$ cat config.mk
export PLATFORM = sky130hd
export DESIGN_NAME = rd_ptr_ctrl
export DESIGN_NICKNAME = d
export VERILOG_FILES = /design/src/rtl/fifo_pkg.sv /design/src/rtl/gray2bin.sv /design/src/rtl/ptr_sync.sv /design/src/rtl/rd_ptr_ctrl.sv
export SDC_FILE = /design/constraint.sdc
export NUM_CORES = 1
export LEC_CHECK = 0
export ABC_CLOCK_PERIOD_IN_PS = 2800
export BUFFER_PORTS_ARGS = -buffer_cell sky130_fd_sc_hd__buf_2
export CELL_PAD_IN_SITES_DETAIL_PLACEMENT = 1
export CELL_PAD_IN_SITES_GLOBAL_PLACEMENT = 1
export CORE_ASPECT_RATIO = 0.5
export CORE_MARGIN = 2
export CORE_UTILIZATION = 42
export CTS_CLUSTER_SIZE = 12
export DETAILED_ROUTE_END_ITERATION = 8
export PLACE_DENSITY_LB_ADDON = 0.1
export SYNTH_ARGS = -nofsm -noshare
export SYNTH_HDL_FRONTEND = slang
export SYNTH_HIERARCHICAL = 1
export SYNTH_SLANG_ARGS = --single-unit
$ cat constraint.sdc
create_clock -name clk_i -period 2.8 [get_ports clk_i]
set_input_delay 0.28 -clock clk_i [delete_from_list [all_inputs] [get_ports clk_i]]
set_output_delay 0.28 -clock clk_i [all_outputs]
set_load 0.01 [all_outputs]
$ cat src/rtl/fifo_pkg.sv
// Shared async-FIFO pointer definitions: pointer width, Gray encoding, reset values.
// Used by both the read-side and write-side pointer controllers.
package fifo_pkg;

    localparam int DEF_ADDR_WIDTH = 4;
    localparam int PTR_WIDTH      = DEF_ADDR_WIDTH + 1;
    localparam int GRAY_MAX_W     = 32;

    localparam logic RST_EMPTY     = 1'b1;
    localparam logic RST_UNDERFLOW = 1'b0;

    // Pointers carry one extra wrap bit above the RAM address.
    function automatic int ptr_width(input int addr_width);
        return addr_width + 1;
    endfunction

    function automatic logic [GRAY_MAX_W-1:0] bin2gray(input logic [GRAY_MAX_W-1:0] bin);
        return bin ^ (bin >> 1);
    endfunction

endpackage

$ cat src/rtl/gray2bin.sv
// Gray-to-binary converter.
// Latency: combinational. No backpressure.
// Each binary bit is the XOR of all Gray bits at and above it.
module gray2bin #(
    parameter int WIDTH = 5
) (
    input  logic [WIDTH-1:0] gray_i,
    output logic [WIDTH-1:0] bin_o
);

    for (genvar i = 0; i < WIDTH; i++) begin : g_bit
        assign bin_o[i] = ^gray_i[WIDTH-1:i];
    end

endmodule

$ cat src/rtl/ptr_sync.sv
// Multi-flop synchroniser for a Gray-coded pointer crossing clock domains.
// Latency: STAGES clocks. No backpressure; samples every edge.
// Reset: asynchronous active-low, all stages cleared.
module ptr_sync #(
    parameter int WIDTH  = 5,
    parameter int STAGES = 2
) (
    input  logic             clk_i,
    input  logic             rst_n_i,
    input  logic [WIDTH-1:0] d_i,
    output logic [WIDTH-1:0] q_o
);

    logic [WIDTH-1:0] sync_q [STAGES];

    always_ff @(posedge clk_i or negedge rst_n_i) begin
        if (!rst_n_i) begin
            for (int i = 0; i < STAGES; i++) begin
                sync_q[i] <= '0;
            end
        end else begin
            sync_q[0] <= d_i;
            for (int i = 1; i < STAGES; i++) begin
                sync_q[i] <= sync_q[i-1];
            end
        end
    end

    assign q_o = sync_q[STAGES-1];

endmodule

$ cat src/rtl/rd_ptr_ctrl.sv
// Async-FIFO read-side pointer/empty/level controller; optional sticky underflow_o via RD_UNDERFLOW_EN.
// Latency: read updates pointer/flags on the accepting edge; write pointer visible after SYNC_STAGES edges.
// Backpressure: rd_ack_o = rd_en_i & ~empty_o; reads while empty are dropped without state change.
module rd_ptr_ctrl
    import fifo_pkg::*;
#(
    parameter int ADDR_WIDTH  = 4,
    parameter int SYNC_STAGES = 2   // legal range 2..4
) (
    input  logic                  clk_i,
    input  logic                  rst_n_i,
    input  logic                  rd_en_i,
    input  logic [ADDR_WIDTH:0]   wptr_gray_i,
    output logic                  rd_ack_o,
    output logic [ADDR_WIDTH-1:0] raddr_o,
    output logic [ADDR_WIDTH:0]   rptr_gray_o,
    output logic                  empty_o,
    output logic [ADDR_WIDTH:0]   level_o
`ifdef RD_UNDERFLOW_EN
    ,
    output logic                  underflow_o
`endif
);

    localparam int PW = ptr_width(ADDR_WIDTH);

    logic [PW-1:0] wgray_s;
    logic [PW-1:0] wbin_s;
    logic [PW-1:0] rbin;
    logic [PW-1:0] rbin_next;
    logic [PW-1:0] rgray_next;
    logic          acc;

    // Only the Gray-coded write pointer crosses into this domain.
    ptr_sync #(
        .WIDTH  (PW),
        .STAGES (SYNC_STAGES)
    ) u_wptr_sync (
        .clk_i   (clk_i),
        .rst_n_i (rst_n_i),
        .d_i     (wptr_gray_i),
        .q_o     (wgray_s)
    );

    gray2bin #(
        .WIDTH (PW)
    ) u_wptr_g2b (
        .gray_i (wgray_s),
        .bin_o  (wbin_s)
    );

    assign acc        = rd_en_i & ~empty_o;
    assign rd_ack_o   = acc;
    assign rbin_next  = rbin + PW'(acc);
    assign rgray_next = PW'(bin2gray(GRAY_MAX_W'(rbin_next)));
    assign raddr_o    = rbin[ADDR_WIDTH-1:0];

    // Flags use the post-read pointer so the last entry's read closes the FIFO on the same edge.
    always_ff @(posedge clk_i or negedge rst_n_i) begin
        if (!rst_n_i) begin
            rbin        <= '0;
            rptr_gray_o <= '0;
            empty_o     <= RST_EMPTY;
            level_o     <= '0;
        end else begin
            rbin        <= rbin_next;
            rptr_gray_o <= rgray_next;
            empty_o     <= (rgray_next == wgray_s);
            level_o     <= wbin_s - rbin_next;
        end
    end

`ifdef RD_UNDERFLOW_EN
    always_ff @(posedge clk_i or negedge rst_n_i) begin
        if (!rst_n_i) begin
            underflow_o <= RST_UNDERFLOW;
        end else if (rd_en_i & empty_o) begin
            underflow_o <= 1'b1;
        end
    end
`endif

endmodule

==> metrics, run 1 <==
status=finished with violations; failing checks=hold timing; final net count=121; Crit-path slowest cell=dfrtp_1; number of global-route vias before repair=675; Placement Setup Slack=0.2881 ns; slew margin rel.=59.70%; Netlist cell types=21; critical path fanouts, max=5; hold_buf cts=0; Initial DRC Count=15; register area share after synthesis=55.05%; setup TNS=0 ns; CTS Buf Count=3; final setup margin=0.2390 ns; Worst setup EP type=register; cell breakdown of the critical path=xor2_2 > xnor3_1 > inv_1 > ha_1 > fa_1 > inv_1 > a21o_1 > maj3_1 > xnor2_1; Setup CP Type=register to register; Seq cells post-synth=25; Clock Latency Late Sink=0.27 ns; Clock Sinks=25; end of the worst register-to-register path=level_o[4]; Peak VDD IR=0.0003365 V; Total GRT Usage=15.21%; root buffer cell=clkbuf_8; r2r setup slk=0.24 ns; die width=77.64 um; Cell Pwr Density=1240 nW/um2; register share of total power=34.4%; crit start category=register; reg2reg path depth=9; Final setup viols=0; Lkg Pwr=0.6482 nW; sw frac=39.18%; Psw=0.0006358 W; critical path depth=9; drt total wl=2042 um; Synth Instances=84; HPWL after DPL=1641 um; initial antenna violation count=0; share of cells above drive strength 1=31.13%; post-CTS setup buffers=0; P&R area growth vs syn=14.95%; Async SR Flop Fraction=100.0%; final cycle utilization of the critical path=91.46%; Max Cap Viol=0; ANT nets after route=0; H-Tree Level Count=1; Clock power frac=12.8%; CTS clk-pin slew, worst paths=0.09 ns; total area of sequential cells=626.9 um2; Cell Area, Synth=1139 um2; endpoints failing hold=24; fin. max-slew vios=0; crit-path leading delay family=XOR/XNOR gates; Synth area leaders=dfrtp_1 (53%), xnor2_1 (8.5%), xor2_1 (6.2%); Overflow after GRT=0; die area=3169 um2; GPL Wtd Cong=0.7460; DRC violations left=0; YS warnings=6; Post-synth EDFFs=0; mean number of vias per cell=4.510; Max Freq=390.5 MHz; hold crit path type=primary input to async pin; most frequent cells in the layout=dfrtp_1 (24), buf_2 (23), xnor2_1 (11); Die Height=40.82 um; largest net degree at the start of global routing=26; core area=2586 um2; Slew @ Worst Pin=0.6001 ns; Antenna diodes=0; commonest non-fill, non-tap cell in the layout=dfrtp_1; most frequent cell on the critical path=inv_1; CTS tree=built; FF-to-FF Start=u_wptr_sync/q_o[4]; syn_nets=98; largest area contributor in the netlist=dfrtp_1; Vias=645; Logic pwr share=52.8%; post-CTS sizing=0; Critical Path AT=2.71 ns; P_int=0.0009867 W; fin crit period=2.561 ns; first-pass GRT wire length=3360 um; wire length per cell=14.28 um; number of port buffers=23; CP Data Required Time=2.95 ns; Initial Utilization=44.03%; Initial DRT Pass Iterations=2; Site Rows=13; area share of the largest cell type after synthesis=52.75%; WP buf/inv=2; worst stage delay on the critical path=0.46 ns; hold slack=-0.009500 ns; # IOs=24; Setup Skew=0.007582 ns; multi-input logic area=429.2 um2; Syn Area/Cell=13.55 um2; Longest Clk Path Bufs=2; RSZ-0062 raised after global routing=no; fill cell count=290; main flop type after synthesis=dfrtp_1
[registers in the layout, summed over array words and instances, names as in the netlist]
name	flops
level_o	5
u_wptr_sync/q_o	5
rbin	5
u_wptr_sync/sync_q	5
empty_o	1
rptr_gray_o	4
[routing by layer]
layer  part of all wire [%]  track usage, %
met1                     48           18.38
met2                     44           25.00
met3                    6.7           7.269
met4                   0.93           4.911
met5                      0               0
[cell usage after synthesis (2+ instances only)]
master    n
dfrtp_1  24
xnor2_1  11
inv_1    10
xor2_1    8
buf_4     6
ha_1      5
a21o_1    2
nand2_1   2
nand3_1   2
xnor3_1   2
xor2_2    2
[final cells by class]
class,count,area share (%)
repair buffers,24,9.369
clock inverters,1,0.3824
clock buffers,3,3.155
well taps,37,3.537
inverters,10,2.868
multi-input cells,43,32.79
flip-flops and latches,25,47.90
[cells by family (layout without fill, tap and decap cells)]
group	Yosys count	count (layout)	synth area share, %
flops	25	25	55.06
compound gates	4	4	3.076
fa+ha+maj	7	7	8.132
simple gates	9	9	5.056
xor+xnor	23	23	21.43
buf+inv	16	38	7.253
[worst reg2reg max path, stage by stage, from the launching register on]
cell and delay (ns):
dfrtp_1 0.46, xor2_2 0.35, xnor3_1 0.37, inv_1 0.07, ha_1 0.19, fa_1 0.22, inv_1 0.06, a21o_1 0.19
maj3_1 0.39, xnor2_1 0.14
[power groups by stage]
stage                     sequential, W  clock (W)  combinational, W
after floorplan                0.000615          0          0.000539
after global routing           0.000577   0.000235          0.000947
after global placement         0.000559          0          0.000836
after CTS                      0.000563   0.000216          0.000870
after detailed placement       0.000569          0          0.000861
final                          0.000558   0.000207          0.000857
[how the worst max path moves through the flow]
| stage | startpoint | end | slack [ns] |
|---|---|---|---|
| 2_1_floorplan | empty_o | level_o[4] | 0.31 |
| 3_3_place_gp | empty_o | level_o[4] | 0.43 |
| 3_5_place_dp | u_wptr_sync/q_o[4] | level_o[4] | 0.29 |
| 4_1_cts | u_wptr_sync/q_o[4] | level_o[4] | 0.24 |
| 5_1_grt | u_wptr_sync/q_o[4] | level_o[4] | 0.09 |
| 6_report | u_wptr_sync/q_o[4] | level_o[4] | 0.24 |
[through the flow]
step / cells / area (um2) / utilization, % / power (W) / hold slack, ns
after global routing: 143 / 1309 / 50.60 / 0.001759 / 0.007980
after floorplan: 84 / 1139 / - / 0.001155 / -0.01559
final: 143 / 1309 / 50.60 / 0.001623 / -0.009500
after global placement: 139 / 1262 / 48.81 / 0.001395 / 0.2864
after CTS: 143 / 1309 / 50.60 / 0.001648 / 0.002376
after detailed placement: 139 / 1262 / 48.81 / 0.001430 / 0.3050
(Power assumes the default switching activity.)
==> run 2: changes to the inputs <==
--- a/config.mk
+++ b/config.mk
@@ -5,13 +5,13 @@
 export SDC_FILE = /design/constraint.sdc
 export NUM_CORES = 1
 export LEC_CHECK = 0
-export ABC_CLOCK_PERIOD_IN_PS = 2800
+export ABC_CLOCK_PERIOD_IN_PS = 2100
 export BUFFER_PORTS_ARGS = -buffer_cell sky130_fd_sc_hd__buf_2
 export CELL_PAD_IN_SITES_DETAIL_PLACEMENT = 1
 export CELL_PAD_IN_SITES_GLOBAL_PLACEMENT = 1
 export CORE_ASPECT_RATIO = 0.5
 export CORE_MARGIN = 2
-export CORE_UTILIZATION = 42
+export CORE_UTILIZATION = 35
 export CTS_CLUSTER_SIZE = 12
 export DETAILED_ROUTE_END_ITERATION = 8
 export PLACE_DENSITY_LB_ADDON = 0.1
==> constraint.sdc (replaced) <==
create_clock -name clk_i -period 2.1 [get_ports clk_i]
set_input_delay 0.21 -clock clk_i [delete_from_list [all_inputs] [get_ports clk_i]]
set_output_delay 0.21 -clock clk_i [all_outputs]
set_load 0.01 [all_outputs]
==> run 2 against run 1 <==
Effect of this change: the run ends with setup timing left; hold slack improved by 0.054 ns; sequential power increased by 37%; sequential share of layout area decreased by 7.3 points; wire length increased by 8.1%; critical path depth unchanged; clock power increased by 35%; via count increased by 5.9%; total power increased by 54%.
==> metrics, run 2 (synthesis gave the netlist of run 1 again) <==
Initial DRC Count=22; die width=84.66 um; wire length per cell=13.71 um; crit start category=register; end of the worst register-to-register path=level_o[4]; Setup CP Type=register to register; Lkg Pwr=0.7398 nW; Final setup viols=1; Site Rows=14; CP Data Required Time=2.25 ns; failing checks=setup timing; Hold Crit Depth=1; H-Tree Level Count=1; Clock Latency Late Sink=0.26 ns; worst hold path endpoint=u_wptr_sync/sync_q[7]; commonest non-fill, non-tap cell in the layout=buf_2; first-pass GRT wire length=3898 um; Worst setup EP type=register; final net count=136; most frequent cell on the critical path=ha_4; ANT nets after route=0; design area=1551 um2; Crit-path slowest cell=dfstp_2; Peak VDD IR=0.0006611 V; hold crit path type=primary input to register; Pwr Total=0.002500 W; # IOs=24; Overflow after GRT=0; DRC violations left=0; initial antenna violation count=0; final setup margin=-0.05662 ns; total area of sequential cells=629.4 um2; Longest Clk Path Bufs=2; fill cell count=330; reg2reg path depth=9; Vias=683; root buffer cell=clkbuf_8; Clock Sinks=25; Max Cap Viol=0; Cell Pwr Density=1611 nW/um2; slew margin rel.=62.41%; CTS clk-pin slew, worst paths=0.09 ns; FF-to-FF Start=empty_o; P&R area growth vs syn=36.26%; number of port buffers=23; final cycle utilization of the critical path=102.7%; most frequent cells in the layout=buf_2 (23), dfrtp_1 (22), buf_4 (14); r2r setup slk=-0.06 ns; critical path fanouts, max=3; hold slack=0.04487 ns; die area=3753 um2; RSZ-0062 raised after global routing=yes; CTS Buf Count=3; fin crit period=2.157 ns; Initial Utilization=37.36%; share of cells above drive strength 1=50.41%; Max Freq=463.7 MHz; status=finished with violations; fin. max-slew vios=0; hold path start=wptr_gray_i[2]; HPWL after DPL=1736 um; cell breakdown of the critical path=nor2b_4 > ha_4 > ha_4 > xor2_4 > inv_2 > ha_4 > a21o_1 > maj3_2 > xnor2_1; endpoints failing hold=0; Total GRT Usage=14.27%; drt total wl=2208 um; number of global-route vias before repair=798; CTS tree=built; mean number of vias per cell=4.242; largest net degree at the start of global routing=26; multi-input logic area=546.8 um2; GPL Wtd Cong=0.8071; core area=3048 um2; Critical Path AT=2.31 ns; Setup Skew=0.003040 ns; Antenna diodes=0; Area after DPL=1449 um2; Initial DRT Pass Iterations=2; Slew @ Worst Pin=0.5639 ns; Die Height=44.33 um; worst stage delay on the critical path=0.57 ns
-- run 2: cell types whose count changed in the layout (fill, tap and decap cells not counted), sizes merged --
cell,change
buf,+14
dlygate4sd3,+1
-- run 2: worst max-delay path by stage --
stage                            start    endpoint  cells past startpoint
floorplan           u_wptr_sync/q_o[1]  level_o[4]                     10
global placement    u_wptr_sync/q_o[1]  level_o[4]                      9
detailed placement  u_wptr_sync/q_o[1]  level_o[4]                      9
CTS                            empty_o  level_o[4]                      9
global route        u_wptr_sync/q_o[1]  level_o[4]                      9
finish                         empty_o  level_o[4]                      9
-- run 2: repair_timing --
action                                  in CTS  in global routing
setup buffers                                1                  1
resized for setup                            4                  3
pin swaps                                    0                  2
hold buffers                                 1                  0
hold endpoints to repair                    24                  0
endpoints found under the setup margin       2                  2
-- run 2: critical path, delay by kind of cell, from the launching register on --
| kind | cells | cell delay, ns |
|---|---|---|
| buf+inv | 1 | 0.07 |
| compound gates | 1 | 0.16 |
| xor+xnor | 2 | 0.33 |
| simple gates | 1 | 0.05 |
| flops | 1 | 0.57 |
| fa+ha+maj | 4 | 0.88 |
-- run 2: area by class of cell --
type / instances / share of cell area [%]
clock buffers: 3 / 2.661
clock inverters: 1 / 0.3226
inverters: 10 / 2.419
multi-input cells: 43 / 35.24
flip-flops and latches: 25 / 40.56
well taps: 40 / 3.226
repair buffers: 39 / 15.56
-- run 2: per-layer routing --
layer / part of all wire (%) / track usage (%) / vias to the layer above
met5: 0 / 0 / -
met2: 48 / 24.88 / 15
met3: 3.5 / 4.478 / 0
li1: - / - / 330
met1: 49 / 18.10 / 338
met4: 0 / 2.857 / 0
-- run 2: report_power, final --
group	switching (W)	internal, W	leakage (nW)
registers	0.000108	0.000658	0.289
clock network	0.000147	0.000132	0.0255
logic	0.000674	0.000781	0.425
-- run 2: metrics by stage --
stage,util [%],TNS [ns],setup slack [ns],instances
after floorplan,-,-0.03836,-0.03836,84
after global placement,47.54,-0.02265,-0.02265,154
after detailed placement,47.54,-0.07354,-0.07354,154
after CTS,50.04,-0.04445,-0.03653,160
after global routing,50.90,-0.1817,-0.1211,161
final,50.90,-0.05662,-0.05662,161
==> run 3: changes to the inputs <==
--- a/config.mk
+++ b/config.mk
@@ -14,6 +14,7 @@
 export CORE_UTILIZATION = 35
 export CTS_CLUSTER_SIZE = 12
 export DETAILED_ROUTE_END_ITERATION = 8
+export MAX_ROUTING_LAYER = met4
 export PLACE_DENSITY_LB_ADDON = 0.1
 export SYNTH_ARGS = -nofsm -noshare
 export SYNTH_HDL_FRONTEND = slang
==> run 3 against run 2 <==
Effect of this change: the run still ends with setup timing left; non-clock buffer count did not move; register-to-register slack hardly changed; via count unchanged; hold slack is essentially flat; critical path type unchanged; clock skew barely moved; clock-buffer cell count unchanged.
==> metrics, run 3 (synthesis gave the netlist of run 1 again) <==
most frequent cells in the layout=buf_2 (23), dfrtp_1 (22), buf_4 (14); root buffer cell=clkbuf_8; Overflow after GRT=0; Setup CP Type=register to register; commonest non-fill, non-tap cell in the layout=buf_2; CTS Buf Count=3; Die Height=44.33 um; end of the worst register-to-register path=level_o[4]; Critical Path AT=2.32 ns; final cycle utilization of the critical path=103.0%; die area=3753 um2; Total GRT Usage=14.75%; Longest Clk Path Bufs=2; share of cells above drive strength 1=50.41%; # IOs=24; Clock Sinks=25; RSZ-0062 raised after global routing=yes; core area=3048 um2; HPWL after DPL=1736 um; H-Tree Level Count=1; Antenna diodes=0; DRC violations left=0; Site Rows=14; final core area utilization=50.90%; Initial DRT Pass Iterations=2; Vias=683; Max Cap Viol=0; setup TNS=-0.06323 ns; P&R area growth vs syn=36.26%; initial antenna violation count=0; endpoints failing hold=0; Worst setup EP type=register; Initial DRC Count=22; status=finished with violations; CTS tree=built; Initial Utilization=37.36%; CP Data Required Time=2.25 ns; Final setup viols=1; Worst setup endpoint=level_o[4]; final setup margin=-0.06323 ns; Max Freq=462.3 MHz; Setup Skew=0.003002 ns; largest net degree at the start of global routing=26; fin. max-slew vios=0; slew margin rel.=62.40%; crit path launch=empty_o; r2r setup slk=-0.06 ns; crit start category=register; drt total wl=2209 um; Area after DPL=1449 um2; failing checks=setup timing; design area=1551 um2; mean number of vias per cell=4.242; number of global-route vias before repair=797; Clock Latency Late Sink=0.26 ns; wire length per cell=13.72 um; first-pass GRT wire length=3905 um; FF-to-FF Start=empty_o; Peak VDD IR=0.0006613 V; GPL Wtd Cong=0.8189; die width=84.66 um; fin crit period=2.163 ns; CTS clk-pin slew, worst paths=0.09 ns; Lkg Pwr=0.7398 nW; number of port buffers=23; Cell Pwr Density=1612 nW/um2; ANT nets after route=0; Slew @ Worst Pin=0.5640 ns; hold crit path type=primary input to register; final net count=136; reg2reg path depth=9; critical path fanouts, max=3
==> run 3: what timing repair did <==
item                                    in CTS  in global routing
hold buffers                                 1                  0
hold endpoints to repair                    24                  0
pin swaps                                    0                  2
gates resized for setup                      4                  3
buffers inserted                             1                  1
endpoints found under the setup margin       2                  2
==> run 3: worst min-delay path by stage <==
stage | depth (start not counted) | slack [ns] | end | startpoint
finish | 1 | 0.04 | u_wptr_sync/sync_q[7] | wptr_gray_i[2]
CTS | 1 | 0.03 | u_wptr_sync/sync_q[7] | wptr_gray_i[2]
detailed placement | 1 | 0.24 | rbin[4] | rst_n_i
global route | 1 | 0.02 | u_wptr_sync/sync_q[5] | wptr_gray_i[0]
floorplan | 0 | -0.09 | level_o[0] | rst_n_i
global placement | 1 | 0.22 | rptr_gray_o[2] | rst_n_i
==> run 3: metrics by stage <==
| stage | cells | setup slack [ns] | hold slack, ns | total power, W |
|---|---|---|---|---|
| after detailed placement | 154 | -0.07354 | 0.2398 | 0.002157 |
| final | 161 | -0.06323 | 0.04498 | 0.002500 |
| after global routing | 161 | -0.1211 | 0.02160 | 0.002725 |
| after global placement | 154 | -0.02265 | 0.2244 | 0.002099 |
| after CTS | 160 | -0.03653 | 0.03268 | 0.002502 |
| after floorplan | 84 | -0.03836 | -0.08559 | 0.001670 |
==> run 3: where the power goes <==
part / internal (W) / leakage (nW) / switching (W)
sequential: 0.000658 / 0.289 / 0.000108
clock: 0.000132 / 0.0255 / 0.000147
combinational: 0.000780 / 0.425 / 0.000675
total: 0.00157 / 0.740 / 0.000930
==> run 3: routing by layer <==
metal | GRT usage, % | part of all wire, %
met1 | 18.10 | 49
met2 | 24.88 | 47
met3 | 4.478 | 3.3
met4 | 2.857 | 0.54
met5 | - | 0
==> run 3: final cells by class <==
| class | instances | area [um2] |
|---|---|---|
| repair buffers | 39 | 241.5 |
| multi-input cells | 43 | 546.8 |
| inverters | 10 | 37.54 |
| well taps | 40 | 50.05 |
| clock inverters | 1 | 5.005 |
| flip-flops and latches | 25 | 629.4 |
| fillers | 330 | 1496 |
| clock buffers | 3 | 41.29 |
==> run 3: worst max-delay path, stage by stage, from the launching register on <==
cell	delay, ns
dfstp_2	0.57
nor2b_4	0.05
ha_4	0.17
ha_4	0.17
xor2_4	0.21
inv_2	0.07
ha_4	0.23
a21o_1	0.16
maj3_2	0.31
xnor2_1	0.13
